## config.mk

```make
export PLATFORM = sky130hd
export DESIGN_NAME = mem_arbiter
export DESIGN_NICKNAME = d
export VERILOG_FILES = /design/src/rtl/mem_arbiter.sv
export SDC_FILE = /design/constraint.sdc
export NUM_CORES = 1
export LEC_CHECK = 0
export CAP_MARGIN = 25
export CELL_PAD_IN_SITES_DETAIL_PLACEMENT = 1
export CELL_PAD_IN_SITES_GLOBAL_PLACEMENT = 1
export CORE_AREA = 2 2 300 302
export DETAILED_ROUTE_END_ITERATION = 10
export DIE_AREA = 0 0 302 304
export DONT_BUFFER_PORTS = 1
export HOLD_SLACK_MARGIN = 0.06
export PLACE_DENSITY = 0.34
export RECOVER_POWER = 100
export SYNTH_ARGS = -nofsm -noshare
export SYNTH_HDL_FRONTEND = slang
export SYNTH_SLANG_ARGS = --single-unit
export TNS_END_PERCENT = 5
```

## constraint.sdc

```tcl
create_clock -name CLK -period 2.8 [get_ports CLK]
set_clock_uncertainty 0.1 [all_clocks]
set_input_delay 0.42 -clock CLK [delete_from_list [all_inputs] [get_ports CLK]]
set_output_delay 0.42 -clock CLK [all_outputs]
set_load 0.01 [all_outputs]
```

## src/rtl/mem_arbiter.sv

```systemverilog
// rtl/mem_arbiter.sv - two-requester round-robin arbiter for a single memory channel
// Fetch port (r0, read-only) and data port (r1) share one outstanding memory command.
module mem_arbiter #(
  parameter int ADDR_W  = 32,
  parameter int DATA_W  = 128,
  parameter int MASK_W  = 16,
  parameter int TIMEOUT = 1023
) (
  input  logic              CLK,
  input  logic              RST,
  input  logic              r0_req,
  input  logic [ADDR_W-1:0] r0_addr,
  output logic [DATA_W-1:0] r0_rdata,
  output logic              r0_done,
  input  logic              r1_req,
  input  logic              r1_we,
  input  logic [ADDR_W-1:0] r1_addr,
  input  logic [DATA_W-1:0] r1_wdata,
  input  logic [MASK_W-1:0] r1_mask,
  output logic [DATA_W-1:0] r1_rdata,
  output logic              r1_done,
  output logic              err,
  output logic [1:0]        m_rw_flag,
  output logic [ADDR_W-1:0] m_addr,
  output logic [DATA_W-1:0] m_wdata,
  output logic [MASK_W-1:0] m_mask,
  input  logic [DATA_W-1:0] m_rdata,
  input  logic              m_busy,
  input  logic              m_done
);

  localparam int CNT_W = $clog2(TIMEOUT + 1);

  typedef enum logic [1:0] {S_IDLE, S_ISSUE, S_WAIT, S_RESP} state_t;

  state_t              r_state;
  state_t              w_next;
  logic                r_gnt;
  logic                r_last;
  logic                r_we;
  logic                r_err;
  logic [CNT_W-1:0]    r_cnt;
  logic [ADDR_W-1:0]   r_addr;
  logic [DATA_W-1:0]   r_wdata;
  logic [MASK_W-1:0]   r_mask;
  logic [DATA_W-1:0]   r_rdata0;
  logic [DATA_W-1:0]   r_rdata1;
  logic                w_any_req;
  logic                w_gnt1;
  logic                w_timeout;
  logic                w_capture;

  // r_last = 1 means r1 was granted last, so r0 wins the next tie
  assign w_any_req = r0_req | r1_req;
  assign w_gnt1    = r1_req & (~r0_req | ~r_last);
  assign w_timeout = (r_state == S_WAIT) && !m_done && (r_cnt == CNT_W'(TIMEOUT - 1));
  assign w_capture = m_done && !r_we && ((r_state == S_ISSUE) || (r_state == S_WAIT));

  always_ff @(posedge CLK or negedge RST) begin
    if (!RST) begin
      r_state <= S_IDLE;
    end else begin
      r_state <= w_next;
    end
  end

  always_comb begin
    w_next = r_state;
    case (r_state)
      S_IDLE:  if (w_any_req) w_next = S_ISSUE;
      S_ISSUE: begin
        if (m_done)      w_next = S_RESP;
        else if (m_busy) w_next = S_WAIT;
      end
      S_WAIT:  if (m_done || w_timeout) w_next = S_RESP;
      S_RESP:  w_next = S_IDLE;
      default: w_next = S_IDLE;
    endcase
  end

  always_ff @(posedge CLK or negedge RST) begin
    if (!RST) begin
      r_gnt    <= 1'b0;
      r_last   <= 1'b0;
      r_we     <= 1'b0;
      r_err    <= 1'b0;
      r_cnt    <= '0;
      r_addr   <= '0;
      r_wdata  <= '0;
      r_mask   <= '0;
      r_rdata0 <= '0;
      r_rdata1 <= '0;
    end else begin
      if ((r_state == S_IDLE) && w_any_req) begin
        r_gnt   <= w_gnt1;
        r_last  <= w_gnt1;
        r_we    <= w_gnt1 & r1_we;
        r_addr  <= w_gnt1 ? r1_addr : r0_addr;
        r_wdata <= w_gnt1 ? r1_wdata : '0;
        r_mask  <= w_gnt1 ? r1_mask : '0;
      end
      // Counter restarts whenever we are outside WAIT, so it is zero on entry
      r_cnt <= (r_state == S_WAIT) ? r_cnt + CNT_W'(1) : '0;
      r_err <= w_timeout;
      if (w_capture) begin
        if (r_gnt) r_rdata1 <= m_rdata;
        else       r_rdata0 <= m_rdata;
      end
    end
  end

  assign m_rw_flag = (r_state == S_ISSUE) ? (r_we ? 2'b10 : 2'b01) : 2'b00;
  assign m_addr    = r_addr;
  assign m_wdata   = r_wdata;
  assign m_mask    = r_mask;
  assign r0_rdata  = r_rdata0;
  assign r1_rdata  = r_rdata1;
  assign r0_done   = (r_state == S_RESP) && !r_gnt;
  assign r1_done   = (r_state == S_RESP) && r_gnt;
  assign err       = (r_state == S_RESP) && r_err;

endmodule

```

==> impl_metrics.json <==
{
  "insertedDiodeCount": 0,
  "timing.rr.end": "r1_rdata[111]",
  "synth.largest_area_cell": "sky130_fd_sc_hd__dfrtp_1",
  "cp_num_buf_inv": 2,
  "ir_worst_vdd_uv": 493,
  "cts_post_setup_buffers_inserted": 0,
  "layout-drive-gt1-share": 0.258,
  "yosys.cell_count.top_type": "sky130_fd_sc_hd__dfrtp_1",
  "timing.critical_path.slowest_cell_delay_ns": 0.59,
  "cts_tree": "yes",
  "synth-simple-area-share": 0.0206,
  "yosys_warnings": 0,
  "yosys-mux-area-fraction": 0.192,
  "detail_route.iter0.violations": 411,
  "detail_route.first_pass.iterations": 4,
  "seq_area_frac_synth": 0.669,
  "hold_violations_final": 447,
  "die_h_um": 304,
  "adder_cell_share_of_the_synthesized_area": 0.00449,
  "grt_pass1_vias": 12400,
  "compound_gate_fraction_of_synth_area": 0.0900,
  "setup_ws_ns": 0.269,
  "syn_area_per_cell_um2": 15.5,
  "synth.area.top_cells": "sky130_fd_sc_hd__dfrtp_1 (67%), sky130_fd_sc_hd__mux2_2 (17%), sky130_fd_sc_hd__a22o_1 (7.6%), sky130_fd_sc_hd__mux2i_1 (1.9%), sky130_fd_sc_hd__buf_2 (1.3%)",
  "routed_wirelength_mm": 59.5,
  "largest_delay_contributor_family_on_the_critical_path": "simple AND/OR/NAND/NOR gates",
  "path_class": "flop to flop",
  "smallest_hold_slack_ns": -0.587,
  "grt_start_max_net_pins": 448,
  "r2r.worst_path.cells": 7,
  "yosys_most_used_dff": "sky130_fd_sc_hd__dfrtp_1",
  "holdBufCountCts": 340,
  "post_drt_via_cell_ratio": 4.08,
  "dominant_combinational_cell_family_by_area_after_synthesis": "multiplexers",
  "reg2reg_setup_slack_ns": 0.27,
  "synth_fp_nets": 1431,
  "synth_xor_xnor_area_share": 0.00367,
  "finalCritPeriodShare": 0.904,
  "slew_headroom": 0.312,
  "numCtsBuffers": 55,
  "number_of_synthesized_flops_with_an_enable_pin": 0,
  "io_buffers": 0,
  "p_leak_nw": 10.1,
  "syn_area_um2": 16700,
  "rsz_0062_raised_after_global_routing": "no",
  "top_area_cell_type_share_of_the_netlist_area": 0.669,
  "place_congestion": 0.761,
  "drt_drc_violations_left": 0,
  "clk_latency_worst_skew_pair_ns": 0.60,
  "drtAntennaViolNets": 0,
  "worstHoldPathType": "input pin to async pin",
  "post_cts_resize_count": 0,
  "grt_pass1_wl_mm": 87.1,
  "setup-violations-final": 0,
  "io-pin-count": 780,
  "critPathMaxFanout": 22,
  "synth-seq-cells": 447,
  "pwr_density_cell_nw_per_um2": 1160,
  "timing.final.crit_period_ns": 2.53,
  "floorplan.rows": 110,
  "synthDistinctLibCells": 32,
  "maxClockFrequency_ghz": 0.395,
  "number_of_antenna_violations_at_the_first_check_in_global_routing": 9,
  "synth_cells": 1082,
  "finalCoreUtilization": 0.265,
  "place_hpwl_mm": 41.7,
  "cts_num_sinks": 447,
  "crit_path_top_delay_cell": "sky130_fd_sc_hd__nand2_2",
  "netlist_top_cells_count": "sky130_fd_sc_hd__dfrtp_1 (447), sky130_fd_sc_hd__mux2_2 (256), sky130_fd_sc_hd__a22o_1 (145)",
  "status": "finished, violations left",
  "placeableCoreArea_um2": 89000,
  "rr_startpoint": "r_state[0]",
  "clk_path_buf_depth": 3,
  "grt-ovfl-total": 0,
  "ys_async_sr_fraction": 1.00,
  "cp-start-kind": "flop",
  "syn_to_final_growth_pct": 41.0,
  "routed_wire_length_per_instance_um": 22.4,
  "cp-end-kind": "flop",
  "nFillCells": 9593,
  "failed_checks": "hold timing",
  "vias": 10800,
  "cts.htree.levels": 2,
  "drv_slew": 0,
  "required_ns": 3.18,
  "worst-slew-pin-transition_ns": 1.03,
  "finish.net_count": 1783,
  "die_area_um2": 91800,
  "groute.usage.overall": 0.127,
  "die_w_um": 302,
  "fin_tns_setup_ns": 0,
  "placement.setup.worst_slack_ns": 0.484,
  "clk_root_buffer_cell": "sky130_fd_sc_hd__clkbuf_16",
  "crit_chain": "inv_1 -> ha_1 -> nand2_1 -> nor2_1 -> nand2_2 -> clkbuf_1 -> mux2_2",
  "floorplan.initialDensity": 0.188,
  "max_cap_violation_count": 0,
  "path_clk_slew_ns": 0.06,
  "worst-endpoint-arrival_ns": 2.91
}
state kept, by name, summed over array words and instances, names as in the netlist, 2 cells and up:
name      cells
r_state       2
r0_rdata    128
r_cnt        10
r1_rdata    128
m_wdata     128
m_mask       16
m_addr       32
layout make-up:
class                      count  area, µm²  area share
multi-input combinational    560       5220       0.221
sequential                   447      11200       0.474
tap                         1176       1470      0.0624
inverter                       3       11.3    0.000477
clock inverter                19        297      0.0126
clock buffer                  84       1700      0.0719
timing repair buffer         367       3710       0.157
worst max path at each step:
stage,slack [ns],end,depth (start not counted),startpoint
2_1_floorplan,0.72,r1_rdata[107],8,r_state[0]
3_3_place_gp,0.53,r1_rdata[29],7,r_state[0]
3_5_place_dp,0.48,r0_rdata[11],7,r_state[0]
4_1_cts,0.30,m_addr[1],5,r_last
5_1_grt,0.09,r1_rdata[111],7,r_state[0]
6_report,0.27,r1_rdata[111],7,r_state[0]
routing by layer:
layer  share of wire  vias to the layer above  track usage
li1                -                     4624            -
met5         0.00089                        -            0
met1            0.36                     5584        0.135
met3            0.10                      104       0.0519
met4           0.035                        8       0.0464
met2            0.51                      516        0.224
cell families (layout without fill, tap and decap cells):
family	after synthesis	count (layout)
xor+xnor	7	7
flops	447	447
mux	289	289
simple gates	71	71
compound gates	187	187
buf+inv	75	473
fa+ha+maj	6	6
through the flow:
step	hold WS (ns)	total power [W]	cell area (µm²)	std cells
after floorplan	0.0244	0.0169	16700	1082
after global placement	0.0340	0.0194	18300	2213
after detailed placement	0.0340	0.0196	18300	2213
after CTS	-0.648	0.0280	23600	2656
after global routing	-0.643	0.0290	23600	2656
final	-0.587	0.0274	23600	2656
where the power goes:
| part | internal, W | total (W) | switching [W] |
|---|---|---|---|
| clock network | 0.00481 | 0.00773 | 0.00292 |
| registers | 0.00942 | 0.0136 | 0.00416 |
| logic | 0.00362 | 0.00608 | 0.00246 |
| total | 0.0178 | 0.0274 | 0.00955 |
cells in the final DEF (no fill, tap or decap), types with 10 or more instances in the layout:
cell type                       instances
sky130_fd_sc_hd__o21ai_0               33
sky130_fd_sc_hd__dlygate4sd3_1        340
sky130_fd_sc_hd__mux2_2               256
sky130_fd_sc_hd__mux2i_1               32
sky130_fd_sc_hd__clkbuf_8              19
sky130_fd_sc_hd__clkbuf_1              12
sky130_fd_sc_hd__clkbuf_16             56
sky130_fd_sc_hd__a22o_1               145
sky130_fd_sc_hd__dfrtp_1              447
sky130_fd_sc_hd__nand2_1               36
sky130_fd_sc_hd__buf_12                10
worst reg2reg max path: stages, from the launching register on:
cell and delay [ns]:
sky130_fd_sc_hd__dfrtp_1 0.39, sky130_fd_sc_hd__inv_1 0.11, sky130_fd_sc_hd__ha_1 0.33, sky130_fd_sc_hd__nand2_1 0.09
sky130_fd_sc_hd__nor2_1 0.05, sky130_fd_sc_hd__nand2_2 0.59, sky130_fd_sc_hd__clkbuf_1 0.37, sky130_fd_sc_hd__mux2_2 0.38
Power figures use the tool's default switching activity.
